File: config.mk
export PLATFORM = sky130hd
export DESIGN_NAME = miss_handler
export DESIGN_NICKNAME = d
export VERILOG_FILES = /design/src/rtl/miss_handler.sv
export SDC_FILE = /design/constraint.sdc
export NUM_CORES = 1
export LEC_CHECK = 0
export CAP_MARGIN = 15
export CORE_MARGIN = 5
export CORE_UTILIZATION = 44
export DETAILED_ROUTE_END_ITERATION = 7
export PLACE_DENSITY = 0.82
export RECOVER_POWER = 25
export SYNTH_ARGS = -nofsm -noshare
export SYNTH_HDL_FRONTEND = slang
export SYNTH_SLANG_ARGS = --single-unit
File: constraint.sdc
create_clock -name clk -period 3.2 [get_ports clk]
set_input_delay 0.64 -clock clk [delete_from_list [all_inputs] [get_ports clk]]
set_output_delay 0.64 -clock clk [all_outputs]
set_load 0.005 [all_outputs]
File: src/rtl/miss_handler.sv
// Miss controller for the phased cache: optional dirty-victim writeback, four-beat
// line fill, then a one-cycle load strobe that refills the storage arrays.
module miss_handler #(
  parameter int TAG_W  = 4,
  parameter int ADDR_W = TAG_W + 4
) (
  input  logic              clk,
  input  logic              reset,
  input  logic              miss,
  input  logic [1:0]        index,
  input  logic [TAG_W-1:0]  tag,
  input  logic              victim_way,
  input  logic              victim_dirty,
  input  logic [TAG_W-1:0]  victim_tag,
  output logic              mem_req,
  output logic              mem_we,
  output logic [ADDR_W-1:0] mem_addr,
  input  logic              mem_ack,
  output logic [1:0]        line_word,
  output logic              fill_we,
  output logic              fill_way,
  output logic [1:0]        fill_index,
  output logic              load,
  output logic              stall
);

  typedef enum logic [1:0] {IDLE, WB, FILL, LOAD} state_t;

  state_t           state, state_nxt;
  logic [1:0]       word;
  logic [1:0]       index_r;
  logic [TAG_W-1:0] tag_r;
  logic [TAG_W-1:0] victim_tag_r;
  logic             victim_way_r;

  logic accept;
  logic beat_ack;

  assign accept   = (state == IDLE) && miss;
  assign beat_ack = ((state == WB) || (state == FILL)) && mem_ack;

  // NOTE: state and data registers use non-blocking assignments so every flop
  // samples the pre-edge values; reset here is synchronous, so it lives inside
  // the clocked branch rather than in the sensitivity list.
  always_ff @(posedge clk) begin
    if (reset) state <= IDLE;
    else       state <= state_nxt;
  end

  always_ff @(posedge clk) begin
    if (reset) begin
      word         <= 2'd0;
      index_r      <= 2'd0;
      tag_r        <= '0;
      victim_tag_r <= '0;
      victim_way_r <= 1'b0;
    end else if (accept) begin
      word         <= 2'd0;
      index_r      <= index;
      tag_r        <= tag;
      victim_tag_r <= victim_tag;
      victim_way_r <= victim_way;
    end else if (beat_ack) begin
      word <= word + 2'd1;
    end
  end

  // NOTE: every combinational output gets a default before the case so no
  // path leaves a signal unassigned, which would otherwise infer a latch.
  always_comb begin
    state_nxt = state;
    case (state)
      IDLE: if (miss) state_nxt = victim_dirty ? WB : FILL;
      WB:   if (mem_ack && word == 2'd3) state_nxt = FILL;
      FILL: if (mem_ack && word == 2'd3) state_nxt = LOAD;
      LOAD: state_nxt = IDLE;
      default: state_nxt = IDLE;
    endcase
  end

  always_comb begin
    mem_req   = 1'b0;
    mem_we    = 1'b0;
    mem_addr  = '0;
    line_word = 2'd0;
    fill_we   = 1'b0;
    load      = 1'b0;
    case (state)
      WB: begin
        mem_req   = 1'b1;
        mem_we    = 1'b1;
        mem_addr  = ADDR_W'({victim_tag_r, index_r, word});
        line_word = word;
      end
      FILL: begin
        mem_req   = 1'b1;
        mem_addr  = ADDR_W'({tag_r, index_r, word});
        line_word = word;
        fill_we   = mem_ack;
      end
      LOAD:    load = 1'b1;
      default: ;
    endcase
  end

  // The incoming miss only stalls once reset is released, so all outputs read 0 in reset.
  assign stall      = (state != IDLE) || (miss && !reset);
  assign fill_way   = victim_way_r;
  assign fill_index = index_r;

endmodule
==> key figures, run 1 <==
Global route
  – Largest net degree at the start of global routing: 17
  – Gr usage total: 16.1%
  – Initial antenna violation count: 0
  – Remaining Overflow, GRT: 0
  – Vias in the first global route: 831
  – Global-route wire length before repair: 3370 um

Drt
  – Vias per cell: 5.03
  – Iter 0 DRT Violations: 10
  – Post-route DRC: 0
  – Final ANT Viol Nets: 0
  – Routed via count: 794
  – Detailed Route WL: 1950 um
  – DR pass1 iterations: 4
  – Drt wl/cell: 12.4 um

Pwr
  – Leak Pwr: 0.452 nW
  – VDD IR max: 0.388 mV
  – Pwr Density: 714 nW/um^2

Worst setup path
  – Sum of buffers and inverters on the critical path: 2
  – CP max-delay cell: clkdlybuf4s50_1
  – CP required: 2.56 ns
  – WP depth: 5
  – Largest stage delay on the critical path: 0.51 ns
  – Worst path arrival time: 2.10 ns
  – Crit path kind: reg -> out
  – CP max FO: 10
  – Worst r2r path cells: 5
  – Endpoint class of the critical path: output port
  – Critical Path Start Type: register
  – CP cell instances: inv_1, ha_1, o21ai_0, nor2_1, clkdlybuf4s50_1
  – CP top delay family: buffers and inverters

Synth
  – Synth cell types: 22
  – #FFs+latches synth: 15
  – Post-synth net total: 123
  – Post-synth top area cell: dfxtp_1
  – Top-area cell type share of the netlist area: 37.1%
  – Post-synthesis cell area: 810 sq um
  – Synthesized netlist cell count: 99
  – Sequential share of the synthesized area: 37.1%
  – Syn_area_per_cell: 8.18 sq um
  – Synth Warn #: 0
  – Top cells by area, synth: dfxtp_1, ha_1, nand2_1, a21oi_1, nor2b_1

Timing
  – Relative slew slack: 75.1%
  – Final min period: 2.74 ns
  – Final Hold Viols: 0
  – Worst Setup Slack, final: 0.457 ns
  – Final setup fails: 0
  – Final Skew: 0.00707 ns
  – Max Transition Viols Final: 0
  – RSZ-0062 raised after global routing: no
  – Fmax: 0.365 GHz
  – Final period util: 85.7%
  – Slew @ Worst Pin: 0.373 ns
  – Final TNS setup: 0 ns

Worst hold path
  – Worst hold stages: 2
  – Hold crit path type: reg -> reg

Floorplan
  – Chip height: 52.9 um
  – Initial Utilization: 46.4%
  – Die X: 52.9 um
  – Core Area: 1750 sq um
  – Cell Rows: 15
  – Die Footprint: 2800 sq um
  – I/O pins: 34

Finish
  – Layout Cells excl Fill: 158
  – Diodes inserted: 0
  – Fraction of layout cells with a size suffix above 1: 6.02%
  – Layout Nets: 158
  – Fillers: 160
  – Area Overhead vs Synth: 45.1%

CTS
  – Setup bufs post-CTS: 0
  – H-tree depth: 1
  – Clk root buf: clkbuf_4
  – Max Root-Sink Buffers: 2
  – Cts hold-fix bufs: 0
  – CTS tree: built
  – CTS clk-pin slew, worst paths: 0.09 ns
  – CTS Buf Count: 3
  – Total clock sinks: 15
  – Clk Latency, worst-skew pair: 0.29 ns
  – Post-CTS resize count: 0

Placement
  – Pre-CTS setup slack: 0.679 ns
  – I/O Buffers: 33
  – Placed insts: 154
  – Final GP Congestion: 0.782

Status
  – Outcome: completed

Job
  – Max-cap viol count: 0
## cell type report
cell class	instances	area [sq um]	share of cell area (%)
multi-input combinational	75	459	39.1
timing repair buffer	34	338	28.8
sequential	15	300	25.6
tap	25	31.3	2.66
clock buffer	3	22.5	1.92
inverter	5	18.8	1.60
clock inverter	1	5.00	0.426
## layer usage
| layer | global-route usage (%) | part of all wire (%) |
|---|---|---|
| met1 | 17.2 | 42 |
| met2 | 29.8 | 50 |
| met3 | 3.66 | 6.9 |
| met4 | 6.81 | 1.2 |
| met5 | 0 | 0 |
## through the flow
| stage | utilization [%] | hold WS [ns] | power, mW | cell area (sq um) |
|---|---|---|---|---|
| floorplan | - | 0.436 | 0.569 | 810 |
| global placement | 66.1 | 0.443 | 0.720 | 1150 |
| detailed placement | 66.1 | 0.450 | 0.739 | 1150 |
| CTS | 67.7 | 0.464 | 0.852 | 1180 |
| global route | 67.3 | 0.492 | 0.922 | 1170 |
| finish | 67.3 | 0.462 | 0.839 | 1170 |
## Yosys cell counts
library cell and instances:
ha_1 8, dfxtp_1 15, a31o_2 1, and2_1 3, nor2_1 4, nor3_1 2
o2bb2ai_2 1, o21ai_0 2, a211oi_1 2, inv_1 5, nand2_1 24, a311oi_1 1
nor2b_1 6, a22oi_1 4, and2_4 1, clkbuf_1 1, buf_2 2, mux2i_1 2
nand2b_2 1, xor2_1 1, a21oi_1 12, buf_6 1
## where the power goes
part / internal, mW / switching (mW) / total [mW]
Combinational: 0.226 / 0.240 / 0.466
Sequential: 0.228 / 0.0324 / 0.260
Clock: 0.0466 / 0.0664 / 0.113
Total: 0.500 / 0.339 / 0.839
## state kept, by name, indices dropped and copies added (netlist names)
| name | count |
|---|---|
| tag_r | 4 |
| fill_index | 2 |
| fill_way | 1 |
| state | 2 |
| word | 2 |
| victim_tag_r | 4 |
## cell families after synthesis
logic type | count (synthesis) | share of synthesized area, %
AOI/OAI and AO/OA | 23 | 18.2
muxes | 2 | 2.47
xor gates and xnor gates | 1 | 1.08
and+or+nand+nor | 41 | 23.3
adders and majority gates | 8 | 12.4
buffers and inverters | 9 | 5.41
DFF | 15 | 37.1
## layout by cell type, fill, tap and decap left out, drive strengths merged, types with 2 or more instances in the layout
cell,count
nor2b,6
a211oi,2
nor3,2
and2,4
clkbuf,3
mux2i,2
ha,8
nand2,24
a22oi,4
a21oi,12
nor2,4
o21ai,2
inv,5
dfxtp,15
clkdlybuf4s50,33
## path summary, 6_finish.rpt
check / start / end / slack [ns]
worst max-delay path: state[1]$_SDFFE_PP0P_ / mem_addr[2] / 0.46
worst min-delay path: victim_tag_r[2]$_SDFFE_PP0P_ / victim_tag_r[2]$_SDFFE_PP0P_ / 0.46
worst max register to register: state[0]$_SDFFE_PP0P_ / state[0]$_SDFFE_PP0P_ / 1.69
worst min register to register: victim_tag_r[2]$_SDFFE_PP0P_ / victim_tag_r[2]$_SDFFE_PP0P_ / 0.46
## worst reg2reg max path: cells and delay by family, from the launching register on
family / cells / cell delay [ns]
AO/OA/AOI/OAI: 3 / 0.64
flip-flops: 1 / 0.41
adder cells (fa/ha/maj): 1 / 0.24
buffers and inverters: 1 / 0.12
No activity file was read; power rests on OpenSTA's default activity.
==> inputs of run 2 (changes only) <==
- CORE_UTILIZATION: 44 -> 41
- PLACE_DENSITY: 0.82 -> 0.77
- REMOVE_ABC_BUFFERS: not set -> 1
- TNS_END_PERCENT: not set -> 100
- clock period: 3.2 -> 3.15 ns (I/O delays scaled with it)
==> key figures, run 2 (synthesis gave the netlist of run 1 again) <==
Worst setup path
  – Sum of buffers and inverters on the critical path: 2
  – Endpoint class of the critical path: output port
  – CP top delay family: buffers and inverters
  – Worst setup startpoint: state[0]$_SDFFE_PP0P_
  – Largest stage delay on the critical path: 0.52 ns
  – Worst r2r path cells: 5
  – Crit path kind: reg -> out
  – R2R Path End: word[0]$_SDFFE_PP0P_
  – CP max-delay cell: clkdlybuf4s50_1
  – CP cell instances: inv_1, ha_1, and2_1, nor2b_1, clkdlybuf4s50_1
  – RR Startpoint: state[0]$_SDFFE_PP0P_
  – R2r setup slk: 1.62 ns
  – CP required: 2.52 ns
  – CP max FO: 10
  – Critical Path Start Type: register
  – Worst path arrival time: 2.12 ns

Placement
  – Post-DP HPWL: 1620 um
  – Pre-CTS setup slack: 0.670 ns
  – I/O Buffers: 33
  – Placed insts: 156
  – Final GP Congestion: 0.783
  – Placed Area: 1160 sq um

Timing
  – Worst Setup Slack, final: 0.402 ns
  – Final Hold Viols: 0
  – Final TNS setup: 0 ns
  – Final period util: 87.2%
  – Max Transition Viols Final: 0
  – Final min period: 2.75 ns
  – Slew @ Worst Pin: 0.369 ns
  – Final Skew: 0.00392 ns
  – Hold WS: 0.461 ns
  – Final setup fails: 0
  – Relative slew slack: 75.3%
  – RSZ-0062 raised after global routing: no
  – Fmax: 0.364 GHz

CTS
  – H-tree depth: 1
  – CTS Buf Count: 3
  – Cts hold-fix bufs: 0
  – Setup bufs post-CTS: 0
  – CTS clk-pin slew, worst paths: 0.08 ns
  – Max Root-Sink Buffers: 2
  – CTS tree: built
  – Post-CTS resize count: 0
  – Clk Latency, worst-skew pair: 0.28 ns
  – Total clock sinks: 15
  – Clk root buf: clkbuf_4

Drt
  – Iter 0 DRT Violations: 7
  – Post-route DRC: 0
  – Detailed Route WL: 2060 um
  – Vias per cell: 4.88
  – DR pass1 iterations: 3
  – Routed via count: 781
  – Final ANT Viol Nets: 0
  – Drt wl/cell: 12.9 um

Floorplan
  – Core Area: 1920 sq um
  – I/O pins: 34
  – Chip height: 54.4 um
  – Die X: 54.4 um
  – Initial Utilization: 42.1%
  – Die Footprint: 2960 sq um
  – Cell Rows: 16

Global route
  – Initial antenna violation count: 0
  – Gr usage total: 16.5%
  – Global-route wire length before repair: 3500 um
  – Largest net degree at the start of global routing: 17
  – Remaining Overflow, GRT: 0
  – Vias in the first global route: 787

Worst hold path
  – Hold Startpoint: victim_tag_r[1]$_SDFFE_PP0P_
  – Hold crit path type: reg -> reg
  – Worst hold endpoint: victim_tag_r[1]$_SDFFE_PP0P_
  – Worst hold stages: 2

Finish
  – Fillers: 173
  – Finished Cell Area: 1180 sq um
  – Commonest cells after routing, fill and taps aside: clkdlybuf4s50_1, nand2_1, dfxtp_1, a21oi_1, ha_1
  – Layout Nets: 158
  – Diodes inserted: 0
  – Fraction of layout cells with a size suffix above 1: 5.26%
  – Area Overhead vs Synth: 45.3%
  – Most common cell after layout, fill and taps aside: clkdlybuf4s50_1
  – Layout Cells excl Fill: 160
  – Regs by FF count: tag_r (4), victim_tag_r (4)

Pwr
  – Leak Pwr: 0.449 nW
  – VDD IR max: 0.452 mV
  – Pwr Density: 724 nW/um^2

Status
  – Outcome: completed

Job
  – Max-cap viol count: 0
## run 2: cell types whose count changed in the layout (fill, tap and decap cells not counted), sizes merged
cell,previous run,this run
clkbuf,3,4
clkinv,1,0
## run 2: metal layers
metal / share of wire (%) / routed length (um) / vias to the layer above / global-route usage [%]
li1: - / - / 399 / -
met1: 42 / 863 / 347 / 17.1
met2: 47 / 966 / 27 / 28.5
met3: 7.1 / 146 / 8 / 4.36
met4: 4.0 / 83 / 0 / 11.6
met5: 0 / 0 / - / 0
## run 2: worst max-delay path by stage
stage,depth (start not counted),slack [ns],endpoint
2_1_floorplan,4,1.33,mem_addr[0]
3_3_place_gp,4,0.69,stall
3_5_place_dp,4,0.67,stall
4_1_cts,5,0.39,mem_addr[1]
5_1_grt,5,0.23,mem_addr[2]
6_report,5,0.40,mem_addr[1]
## run 2: area by class of cell
type                    instances  area (sq um)  share of cell area, %
clock buffers                   4          26.3                   2.23
flip-flops and latches         15           300                   25.5
inverters                       5          18.8                   1.60
well taps                      27          33.8                   2.87
repair buffers                 34           338                   28.7
multi-input cells              75           459                   39.0
## run 2: stage by stage
step	total power, mW	util (%)
2_1_floorplan	0.558	-
3_3_place_gp	0.739	60.2
3_5_place_dp	0.758	60.2
4_1_cts	0.869	61.5
5_1_grt	0.923	61.2
6_report	0.851	61.2
## run 2: worst reg2reg max path: stages, from the launching register on
cell and delay (ns):
dfxtp_1 0.41, inv_1 0.13, ha_1 0.47, nand2_1 0.16, xor2_1 0.17, nor3_1 0.12
## run 2: power breakdown
group	switching, mW	total [mW]	internal (mW)	leakage (nW)
combinational	0.250	0.480	0.230	0.311
clock	0.0600	0.109	0.0491	0.0150
sequential	0.0311	0.262	0.231	0.123
